`src/rtl/JZJCoreFTypes.sv`:
```
// JZJCoreFTypes: shared types for the port-mapped UART transmitter.
package JZJCoreFTypes;
  typedef enum logic [1:0] {IDLE, START, DATA, STOP} UartTxState_t;
  localparam int STATUS_ACK = 0;
  localparam int STATUS_FULL = 1;
  localparam int STATUS_EMPTY = 2;
  localparam int STATUS_BUSY = 3;
  localparam int STATUS_COUNT_LSB = 4;
endpackage

```
`src/rtl/port_uart_tx_fifo.sv`:
```
// port_uart_tx_fifo: byte FIFO between the CPU handshake and the UART shifter.
module port_uart_tx_fifo #(
  parameter int DEPTH_LOG2 = 2
) (
  input  logic                  clock,
  input  logic                  reset,
  input  logic                  push,
  input  logic                  pop,
  input  logic [7:0]            dataIn,
  output logic [7:0]            dataOut,
  output logic                  full,
  output logic                  empty,
  output logic [DEPTH_LOG2:0]   count
);
  localparam logic [DEPTH_LOG2:0] CAPACITY = (DEPTH_LOG2 + 1)'(1 << DEPTH_LOG2);
  logic [7:0] mem [1 << DEPTH_LOG2];
  logic [DEPTH_LOG2-1:0] wr_ptr, rd_ptr;
  logic do_push, do_pop;
  assign full = count == CAPACITY;
  assign empty = count == '0;
  assign do_push = push && !full;
  assign do_pop = pop && !empty;
  assign dataOut = mem[rd_ptr];
  always_ff @(posedge clock or posedge reset) begin
    if (reset) begin
      wr_ptr <= '0;
      rd_ptr <= '0;
      count <= '0;
    end else begin
      wr_ptr <= do_push ? wr_ptr + 1'b1 : wr_ptr;
      rd_ptr <= do_pop ? rd_ptr + 1'b1 : rd_ptr;
      count <= (do_push && !do_pop) ? count + 1'b1 : (!do_push && do_pop) ? count - 1'b1 : count;
    end
  end
  always_ff @(posedge clock) begin
    if (do_push) mem[wr_ptr] <= dataIn;
  end
endmodule

```
`src/rtl/port_uart_transmitter.sv`:
```
// port_uart_transmitter: CPU port responder that queues bytes from a toggle
// handshake and sends them as UART 8N1 on txd.
module port_uart_transmitter
  import JZJCoreFTypes::*;
#(
  parameter int CLOCKS_PER_BIT = 434,
  parameter int FIFO_DEPTH_LOG2 = 2
) (
  input  logic        clock,
  input  logic        reset,
  input  logic [31:0] portOutputWord,
  output logic [31:0] portInputWord,
  output logic        txd
);
  localparam int BW = $clog2(CLOCKS_PER_BIT);
  localparam logic [BW-1:0] BAUD_MAX = BW'(CLOCKS_PER_BIT - 1);
  UartTxState_t state, state_next;
  logic [BW-1:0] baud, baud_next;
  logic [2:0] bit_idx, bit_next;
  logic [7:0] shift, shift_next, fifo_data;
  logic ack, push, pop, full, empty, txd_next, baud_zero;
  logic [FIFO_DEPTH_LOG2:0] count;
  logic [31:0] status_next;
  logic unused_bits;
  assign unused_bits = ^portOutputWord[31:9];
  assign push = (portOutputWord[8] != ack) && !full;
  assign baud_zero = baud == '0;
  port_uart_tx_fifo #(.DEPTH_LOG2(FIFO_DEPTH_LOG2)) fifo (
    .clock(clock),
    .reset(reset),
    .push(push),
    .pop(pop),
    .dataIn(portOutputWord[7:0]),
    .dataOut(fifo_data),
    .full(full),
    .empty(empty),
    .count(count)
  );
  always_comb begin
    state_next = state;
    baud_next = (state == IDLE) ? baud : baud_zero ? BAUD_MAX : baud - 1'b1;
    bit_next = bit_idx;
    shift_next = shift;
    pop = 1'b0;
    case (state)
      IDLE: if (!empty) begin
        pop = 1'b1;
        shift_next = fifo_data;
        baud_next = BAUD_MAX;
        state_next = START;
      end
      START: if (baud_zero) begin
        bit_next = 3'd0;
        state_next = DATA;
      end
      DATA: if (baud_zero) begin
        shift_next = {1'b0, shift[7:1]};
        bit_next = (bit_idx == 3'd7) ? bit_idx : bit_idx + 3'd1;
        state_next = (bit_idx == 3'd7) ? STOP : DATA;
      end
      default: state_next = baud_zero ? IDLE : STOP;
    endcase
    // txd is registered from the next state so it switches with the state, never between.
    txd_next = (state_next == START) ? 1'b0 : (state_next == DATA) ? shift_next[0] : 1'b1;
  end
  always_comb begin
    status_next = '0;
    status_next[STATUS_ACK] = ack;
    status_next[STATUS_FULL] = full;
    status_next[STATUS_EMPTY] = empty;
    status_next[STATUS_BUSY] = state != IDLE;
    status_next[STATUS_COUNT_LSB +: 4] = 4'(count);
  end
  always_ff @(posedge clock or posedge reset) begin
    if (reset) begin
      state <= IDLE;
      baud <= '0;
      bit_idx <= '0;
      shift <= '0;
      txd <= 1'b1;
      ack <= 1'b0;
      portInputWord <= 32'h0000_0004;
    end else begin
      state <= state_next;
      baud <= baud_next;
      bit_idx <= bit_next;
      shift <= shift_next;
      txd <= txd_next;
      ack <= push ? portOutputWord[8] : ack;
      portInputWord <= status_next;
    end
  end
endmodule

```
`config.mk`:
```
export PLATFORM = sky130hd
export DESIGN_NAME = port_uart_transmitter
export DESIGN_NICKNAME = d
export VERILOG_FILES = /design/src/rtl/JZJCoreFTypes.sv /design/src/rtl/port_uart_tx_fifo.sv /design/src/rtl/port_uart_transmitter.sv
export SDC_FILE = /design/constraint.sdc
export NUM_CORES = 1
export LEC_CHECK = 0
export CAP_MARGIN = 20
export CORE_MARGIN = 2
export CORE_UTILIZATION = 45
export DETAILED_ROUTE_END_ITERATION = 10
export PLACE_DENSITY = 0.72
export SYNTH_ARGS = -nofsm -noshare
export SYNTH_HDL_FRONTEND = slang
export SYNTH_SLANG_ARGS = --single-unit
```
`constraint.sdc`:
```
create_clock -name clock -period 6.1 [get_ports clock]
set_clock_uncertainty 0.15 [all_clocks]
set_input_delay 0.61 -clock clock [delete_from_list [all_inputs] [get_ports clock]]
set_output_delay 0.61 -clock clock [all_outputs]
set_load 0.02 [all_outputs]
```
==> impl_metrics.xml, run 1 <==
<?xml version="1.0" encoding="UTF-8"?>
<metrics>
  <group name="placement">
    <metric name="hpwl" unit="um">3460</metric>
    <metric name="placed_area" unit="mm^2">0.00335</metric>
    <metric name="routabilityCongestion" unit="">0.789</metric>
    <metric name="port-buffer-count" unit="">18</metric>
    <metric name="placement.setup.worst_slack" unit="ps">3130</metric>
  </group>
  <group name="layout">
    <metric name="antenna_cells_inserted" unit="">0</metric>
    <metric name="layout_area_growth_over_synthesis" unit="%">13.5</metric>
    <metric name="design.final.nets" unit="">297</metric>
    <metric name="most-common-layout-cells" unit="">sky130_fd_sc_hd__dfrtp_1, sky130_fd_sc_hd__edfxtp_1, sky130_fd_sc_hd__conb_1</metric>
    <metric name="n_fill_cell" unit="">569</metric>
    <metric name="postLayoutCoreUtil" unit="%">52.9</metric>
    <metric name="layout_commonest_cell" unit="">sky130_fd_sc_hd__dfrtp_1</metric>
    <metric name="drive_gt1_share" unit="%">14.3</metric>
    <metric name="stdcell_area" unit="mm^2">0.00360</metric>
  </group>
  <group name="min_path">
    <metric name="hold_start" unit="">ack</metric>
    <metric name="hold_class" unit="">reg2reg</metric>
    <metric name="hold_path_end" unit="">portInputWord[0]</metric>
    <metric name="worstHoldPathCells" unit="">0</metric>
  </group>
  <group name="critical_path">
    <metric name="timing.critical_path.mode_cell" unit="">sky130_fd_sc_hd__inv_1</metric>
    <metric name="setup.worst_path.class" unit="">reg2reg</metric>
    <metric name="cpPeakStageDelay" unit="ps">530</metric>
    <metric name="ff2ff_path_depth" unit="">8</metric>
    <metric name="crit_slowest_cell" unit="">sky130_fd_sc_hd__dfrtp_1</metric>
    <metric name="worst-path-max-fanout" unit="">14</metric>
    <metric name="startpoint_type" unit="">flip-flop</metric>
    <metric name="cp_data_arrival_time" unit="ps">3060</metric>
    <metric name="timing.reg2reg.setup_slack" unit="ps">3120</metric>
    <metric name="ff_to_ff_start" unit="">state[1]</metric>
    <metric name="timing.critical_path.required" unit="ps">6180</metric>
    <metric name="cp_cell_sequence" unit="">nor2_1, inv_1, nor2_2, inv_1, ha_1, inv_1, fa_1, mux2_2</metric>
    <metric name="reg2reg_to" unit="">fifo.count[1]</metric>
    <metric name="cp-end-kind" unit="">flip-flop</metric>
  </group>
  <group name="route">
    <metric name="postRouteAntennaNets" unit="">0</metric>
    <metric name="routed_wire_length" unit="um">5080</metric>
    <metric name="1st_pass_router_iterations" unit="">4</metric>
    <metric name="detailroute.via_count" unit="">1747</metric>
    <metric name="drt_iter0_markers" unit="">102</metric>
    <metric name="drc" unit="">0</metric>
    <metric name="vias_per_cell" unit="">4.92</metric>
    <metric name="average_wire_length_per_cell_after_detail_routing" unit="um">14.3</metric>
  </group>
  <group name="timing">
    <metric name="setup_viol" unit="">0</metric>
    <metric name="finalWorstSetupSlack" unit="ps">3120</metric>
    <metric name="tns" unit="ps">0</metric>
    <metric name="achievable-frequency" unit="MHz">335</metric>
    <metric name="max_slew_margin" unit="%">51.8</metric>
    <metric name="slew_at_the_pin_with_the_worst_max_slew_slack" unit="ps">717</metric>
    <metric name="grt_setup_unrepaired" unit="">false</metric>
    <metric name="final_max_slew_viol_count" unit="">0</metric>
    <metric name="final.min_clock_period" unit="ps">2980</metric>
    <metric name="finalCritPeriodShare" unit="%">48.9</metric>
    <metric name="final-hold-violation-count" unit="">0</metric>
  </group>
  <group name="die">
    <metric name="die-area" unit="mm^2">0.00773</metric>
    <metric name="core-area" unit="mm^2">0.00679</metric>
    <metric name="std_cell_rows" unit="">30</metric>
    <metric name="die_h" unit="um">87.9</metric>
    <metric name="initial_utilization" unit="%">46.6</metric>
    <metric name="die_width" unit="um">87.9</metric>
    <metric name="boundary_pins" unit="">67</metric>
  </group>
  <group name="logic_synthesis">
    <metric name="synthDistinctLibCells" unit="">48</metric>
    <metric name="synth_area_leader_cell" unit="">sky130_fd_sc_hd__edfxtp_1</metric>
    <metric name="synth_area_per_cell" unit="um^2">13.7</metric>
    <metric name="share_of_the_synthesized_area_in_compound_gates_ao_oa_aoi_oai" unit="%">7.98</metric>
    <metric name="post_synthesis_cell_count" unit="">231</metric>
    <metric name="synth-seq-area-share" unit="%">60.4</metric>
    <metric name="synth_flop_cell" unit="">sky130_fd_sc_hd__dfrtp_1</metric>
    <metric name="area_share_of_and_or_nand_nor_cells_after_synthesis" unit="%">9.28</metric>
    <metric name="synth-xor-area-share" unit="%">4.15</metric>
    <metric name="post-synth-top-area-fraction" unit="%">30.3</metric>
    <metric name="async_set_or_reset_flop_fraction_in_the_synthesized_netlist" unit="%">54.3</metric>
    <metric name="synth.top_cells.by_area" unit="">sky130_fd_sc_hd__edfxtp_1, sky130_fd_sc_hd__dfrtp_1, sky130_fd_sc_hd__buf_4, sky130_fd_sc_hd__mux4_2, sky130_fd_sc_hd__xnor2_1</metric>
    <metric name="yosys-mux-area-fraction" unit="%">6.40</metric>
    <metric name="synth_top_family_by_area" unit="">simple AND/OR/NAND/NOR gates</metric>
    <metric name="synth_warnings" unit="">0</metric>
    <metric name="synth-seq-cells" unit="">70</metric>
    <metric name="adder_cell_share_of_the_synthesized_area" unit="%">3.79</metric>
    <metric name="synth_edf_count" unit="">32</metric>
    <metric name="mappedNetlistArea" unit="mm^2">0.00317</metric>
  </group>
  <group name="cts">
    <metric name="setup_fix_buffers_added_after_clock_tree_synthesis" unit="">0</metric>
    <metric name="clk_pin_slew" unit="ps">70</metric>
    <metric name="clk-insertion-delay-late" unit="ps">340</metric>
    <metric name="cts_repair_resize_count" unit="">0</metric>
    <metric name="total_clock_sinks" unit="">70</metric>
    <metric name="cts_hold_buffers" unit="">0</metric>
    <metric name="cts_tree" unit="">yes</metric>
    <metric name="cts_made_buffers" unit="">9</metric>
    <metric name="cts-htree-levels" unit="">3</metric>
    <metric name="clk_root_buffer_cell" unit="">sky130_fd_sc_hd__clkbuf_8</metric>
    <metric name="clock_tree.buffer_depth" unit="">2</metric>
  </group>
  <group name="status">
    <metric name="run_status" unit="">completed</metric>
  </group>
  <group name="grt">
    <metric name="grt_first_pass_wirelength" unit="um">8710</metric>
    <metric name="gr-usage-all-layers" unit="%">15.2</metric>
    <metric name="antenna_violations_before_repair" unit="">0</metric>
    <metric name="grt_overflow" unit="">0</metric>
    <metric name="largest_net_degree_at_the_start_of_global_routing" unit="">39</metric>
    <metric name="vias_in_the_first_global_route" unit="">1802</metric>
  </group>
  <group name="power_and_ir_drop">
    <metric name="peakVddDrop" unit="V">0.000301</metric>
    <metric name="p_total" unit="W">0.00164</metric>
    <metric name="p_per_area" unit="mW/mm^2">455</metric>
    <metric name="leakage" unit="nW">1.45</metric>
  </group>
  <group name="run">
    <metric name="max_cap_violations" unit="">0</metric>
  </group>
</metrics>
==> per-stage QoR <==
stage	instances	hold WS [ps]
final	355	275
after global routing	355	309
after CTS	355	277
after detailed placement	339	260
after global placement	339	243
after floorplan	255	238
==> layer usage <==
metal | routed length, um | global-route usage, % | vias up
met1 | 2190 | 18.5 | 869
li1 | - | - | 827
met5 | 0 | 0 | -
met4 | 84 | 6.71 | 0
met2 | 2590 | 25.4 | 43
met3 | 211 | 4.24 | 8
==> final cells by class <==
type | count | area [um^2] | share of cell area (%)
sequential | 70 | 1910 | 53.2
tap | 96 | 120 | 3.34
timing repair buffer | 19 | 188 | 5.22
multi-input combinational | 145 | 1090 | 30.4
clock buffer | 9 | 124 | 3.44
clock inverter | 7 | 123 | 3.41
inverter | 9 | 33.8 | 0.939
==> synth_stat cells, types with 2 or more instances <==
library cell               number
sky130_fd_sc_hd__nor3_1         3
sky130_fd_sc_hd__xnor2_1       12
sky130_fd_sc_hd__a21oi_1        3
sky130_fd_sc_hd__buf_1          2
sky130_fd_sc_hd__o21ai_1        3
sky130_fd_sc_hd__a21o_1         7
sky130_fd_sc_hd__buf_2          3
sky130_fd_sc_hd__nor4_1         2
sky130_fd_sc_hd__a31oi_1        2
sky130_fd_sc_hd__ha_1           8
sky130_fd_sc_hd__nor2_2         2
sky130_fd_sc_hd__inv_1          9
sky130_fd_sc_hd__a22o_1         7
sky130_fd_sc_hd__edfxtp_1      32
sky130_fd_sc_hd__buf_4         25
sky130_fd_sc_hd__a211oi_1       2
sky130_fd_sc_hd__dfrtp_1       36
sky130_fd_sc_hd__and2_1         4
sky130_fd_sc_hd__nor2_1         9
sky130_fd_sc_hd__nor2b_1        2
sky130_fd_sc_hd__xor2_1         3
sky130_fd_sc_hd__nand2_1       12
sky130_fd_sc_hd__mux2_2         2
sky130_fd_sc_hd__dfstp_2        2
sky130_fd_sc_hd__mux4_2         8
sky130_fd_sc_hd__o21ai_0        5
sky130_fd_sc_hd__nand2b_1       3
sky130_fd_sc_hd__nand3_1        3
==> worst max-delay path by stage <==
| stage | from | slack [ps] | end | cells past startpoint |
|---|---|---|---|---|
| finish | state[1] | 3120 | fifo.count[1] | 8 |
| global route | state[1] | 2930 | fifo.count[1] | 8 |
| CTS | state[1] | 3110 | fifo.count[1] | 8 |
| detailed placement | state[1] | 3130 | fifo.count[1] | 8 |
| global placement | state[1] | 3180 | fifo.count[1] | 8 |
| floorplan | state[0] | 3830 | fifo.count[1] | 9 |
==> worst max-delay path: cells and delay by family, from the launching register on <==
kind	cells	cell delay, ps
AND/OR/NAND/NOR	2	750
multiplexers	1	270
flip-flops	1	530
adder cells (fa/ha/maj)	2	700
buffers and inverters	3	460
==> sequential cells by signal, indices dropped and copies added, names as in the netlist <==
| name | flops |
|---|---|
| fifo.wr_ptr | 2 |
| portInputWord | 7 |
| shift | 8 |
| fifo.rd_ptr | 2 |
| baud | 9 |
| fifo.count | 3 |
| fifo.mem | 32 |
| bit_idx | 3 |
| state | 2 |
| ack | 1 |
| txd | 1 |
==> cells by family after synthesis <==
| kind of cell | count (synthesis) |
|---|---|
| buffers and inverters | 40 |
| flip-flops | 70 |
| multiplexers | 10 |
| XOR/XNOR | 15 |
| AO/OA/AOI/OAI | 36 |
| AND/OR/NAND/NOR | 50 |
| adder cells (fa/ha/maj) | 9 |
| other | 1 |
==> power breakdown <==
part	switching [W]	total (W)	internal [W]
Combinational	0.000201	0.000412	0.000211
Sequential	0.000124	0.000773	0.000649
Clock	0.000180	0.000453	0.000273
No activity file was read; power rests on OpenSTA's default activity.
==> run 2: changes to the inputs <==
--- a/config.mk
+++ b/config.mk
@@ -9,7 +9,7 @@
 export CORE_MARGIN = 2
 export CORE_UTILIZATION = 45
 export DETAILED_ROUTE_END_ITERATION = 10
-export PLACE_DENSITY = 0.72
+export PLACE_DENSITY = 0.75
 export SYNTH_ARGS = -nofsm -noshare
 export SYNTH_HDL_FRONTEND = slang
 export SYNTH_SLANG_ARGS = --single-unit
==> constraint.sdc (replaced) <==
create_clock -name clock -period 2.65 [get_ports clock]
set_clock_uncertainty 0.15 [all_clocks]
set_input_delay 0.265 -clock clock [delete_from_list [all_inputs] [get_ports clock]]
set_output_delay 0.265 -clock clock [all_outputs]
set_load 0.02 [all_outputs]
==> impl_metrics.xml, run 2 (synthesis results as in run 1) <==
<?xml version="1.0" encoding="UTF-8"?>
<metrics>
  <group name="layout">
    <metric name="antenna_cells_inserted" unit="">0</metric>
    <metric name="design.final.nets" unit="">302</metric>
    <metric name="reg_top3" unit="">fifo.mem x32, baud x9, shift x8</metric>
    <metric name="stdcell_area" unit="mm^2">0.00359</metric>
    <metric name="layout_area_growth_over_synthesis" unit="%">13.4</metric>
    <metric name="largest_reg_flops" unit="">32</metric>
    <metric name="most-common-layout-cells" unit="">sky130_fd_sc_hd__dfrtp_1, sky130_fd_sc_hd__edfxtp_1, sky130_fd_sc_hd__conb_1</metric>
    <metric name="layout_commonest_cell" unit="">sky130_fd_sc_hd__dfrtp_1</metric>
    <metric name="drive_gt1_share" unit="%">15.9</metric>
    <metric name="top_register" unit="">fifo.mem</metric>
  </group>
  <group name="timing">
    <metric name="max_slew_margin" unit="%">54.9</metric>
    <metric name="final.min_clock_period" unit="ps">2320</metric>
    <metric name="final-hold-violation-count" unit="">0</metric>
    <metric name="setup_viol" unit="">0</metric>
    <metric name="finalCritPeriodShare" unit="%">87.7</metric>
    <metric name="tns" unit="ps">0</metric>
    <metric name="slew_at_the_pin_with_the_worst_max_slew_slack" unit="ps">671</metric>
    <metric name="final_max_slew_viol_count" unit="">0</metric>
    <metric name="grt_setup_unrepaired" unit="">false</metric>
    <metric name="achievable-frequency" unit="MHz">430</metric>
  </group>
  <group name="critical_path">
    <metric name="ff2ff_path_depth" unit="">8</metric>
    <metric name="cp_cell_sequence" unit="">nor2_1, inv_1, nor2_2, inv_1, ha_1, inv_1, fa_1, mux2_2</metric>
    <metric name="timing.critical_path.mode_cell" unit="">sky130_fd_sc_hd__inv_1</metric>
    <metric name="setup.worst_path.class" unit="">reg2reg</metric>
    <metric name="cpPeakStageDelay" unit="ps">410</metric>
    <metric name="cp-end-kind" unit="">flip-flop</metric>
    <metric name="timing.critical_path.required" unit="ps">2720</metric>
    <metric name="worst-path-max-fanout" unit="">5</metric>
    <metric name="startpoint_type" unit="">flip-flop</metric>
    <metric name="crit_slowest_cell" unit="">sky130_fd_sc_hd__dfrtp_1</metric>
    <metric name="cp_data_arrival_time" unit="ps">2400</metric>
  </group>
  <group name="run">
    <metric name="max_cap_violations" unit="">0</metric>
  </group>
  <group name="route">
    <metric name="detailroute.via_count" unit="">1786</metric>
    <metric name="1st_pass_router_iterations" unit="">5</metric>
    <metric name="drc" unit="">0</metric>
    <metric name="postRouteAntennaNets" unit="">0</metric>
    <metric name="drt_iter0_markers" unit="">151</metric>
    <metric name="vias_per_cell" unit="">4.96</metric>
    <metric name="average_wire_length_per_cell_after_detail_routing" unit="um">14.0</metric>
    <metric name="routed_wire_length" unit="um">5030</metric>
  </group>
  <group name="grt">
    <metric name="grt_overflow" unit="">0</metric>
    <metric name="gr-usage-all-layers" unit="%">14.8</metric>
    <metric name="vias_in_the_first_global_route" unit="">1771</metric>
    <metric name="largest_net_degree_at_the_start_of_global_routing" unit="">39</metric>
    <metric name="grt_first_pass_wirelength" unit="um">8600</metric>
    <metric name="antenna_violations_before_repair" unit="">0</metric>
  </group>
  <group name="power_and_ir_drop">
    <metric name="p_total" unit="W">0.00362</metric>
    <metric name="peakVddDrop" unit="V">0.000664</metric>
    <metric name="leakage" unit="nW">1.46</metric>
    <metric name="p_per_area" unit="mW/mm^2">1010</metric>
  </group>
  <group name="cts">
    <metric name="cts_repair_resize_count" unit="">0</metric>
    <metric name="clk_root_buffer_cell" unit="">sky130_fd_sc_hd__clkbuf_8</metric>
    <metric name="cts_tree" unit="">yes</metric>
    <metric name="setup_fix_buffers_added_after_clock_tree_synthesis" unit="">0</metric>
    <metric name="cts_hold_buffers" unit="">0</metric>
    <metric name="clock_tree.buffer_depth" unit="">2</metric>
    <metric name="clk_pin_slew" unit="ps">80</metric>
    <metric name="total_clock_sinks" unit="">70</metric>
    <metric name="cts-htree-levels" unit="">3</metric>
    <metric name="clk-insertion-delay-late" unit="ps">340</metric>
    <metric name="cts_made_buffers" unit="">9</metric>
  </group>
  <group name="die">
    <metric name="core-area" unit="mm^2">0.00679</metric>
    <metric name="boundary_pins" unit="">67</metric>
    <metric name="die_width" unit="um">87.9</metric>
    <metric name="initial_utilization" unit="%">46.6</metric>
    <metric name="std_cell_rows" unit="">30</metric>
    <metric name="die_h" unit="um">87.9</metric>
    <metric name="die-area" unit="mm^2">0.00773</metric>
  </group>
  <group name="placement">
    <metric name="routabilityCongestion" unit="">0.784</metric>
    <metric name="placed_area" unit="mm^2">0.00339</metric>
    <metric name="hpwl" unit="um">3480</metric>
    <metric name="port-buffer-count" unit="">18</metric>
  </group>
  <group name="status">
    <metric name="run_status" unit="">completed</metric>
  </group>
  <group name="min_path">
    <metric name="hold_class" unit="">in2async</metric>
  </group>
</metrics>
## run 2: changes by cell type in the layout (fill, tap and decap cells not counted), sizes merged
cell	before	now
buf	1	6
bufinv	3	1
inv	9	12
clkinv	2	1
## run 2: path summary, 6_finish.rpt
path / from / to / slack (ps)
max: state[0] / fifo.count[1] / 330
min: reset / portInputWord[0] / 180
max reg2reg: state[0] / fifo.count[1] / 330
min reg2reg: ack / portInputWord[0] / 270
max in group asynchronous: reset / txd / 1820
min in group clock: ack / portInputWord[0] / 270
## run 2: through the flow
step                      hold slack (ps)  util (%)  setup slack (ps)  cells
after floorplan                       214         -               376    255
after global placement                242      49.9               411    344
after detailed placement              254      49.9               346    344
after CTS                             192      52.9               328    360
after global routing                  281      52.9               136    360
final                                 184      52.9               325    360
## run 2: area by class of cell
type,count,area (um^2)
fillers,560,3200
flip-flops and latches,70,1910
clock buffers,9,124
repair buffers,24,225
multi-input cells,145,1090
clock inverters,7,80.1
inverters,9,33.8
well taps,96,120
## run 2: worst max-delay path, delay by kind of cell (launching register included)
family	cells	cell delay (ps)
adders and majority gates	2	650
DFF	1	410
buffers and inverters	3	370
and+or+nand+nor	2	360
muxes	1	270
## run 2: per-layer routing
layer | vias to the layer above | share of wire, % | track usage, %
li1 | 843 | - | -
met1 | 888 | 44 | 18.9
met2 | 46 | 51 | 24.4
met3 | 9 | 3.6 | 3.68
met4 | 0 | 1.6 | 6.01
met5 | - | 0 | 0
## run 2: power breakdown
part / internal, W / leakage [nW] / total, W / switching [W]
clock network: 0.000446 / 0.0968 / 0.000876 / 0.000430
logic: 0.000504 / 0.610 / 0.000971 / 0.000467
registers: 0.00149 / 0.748 / 0.00178 / 0.000283
total: 0.00244 / 1.46 / 0.00362 / 0.00118
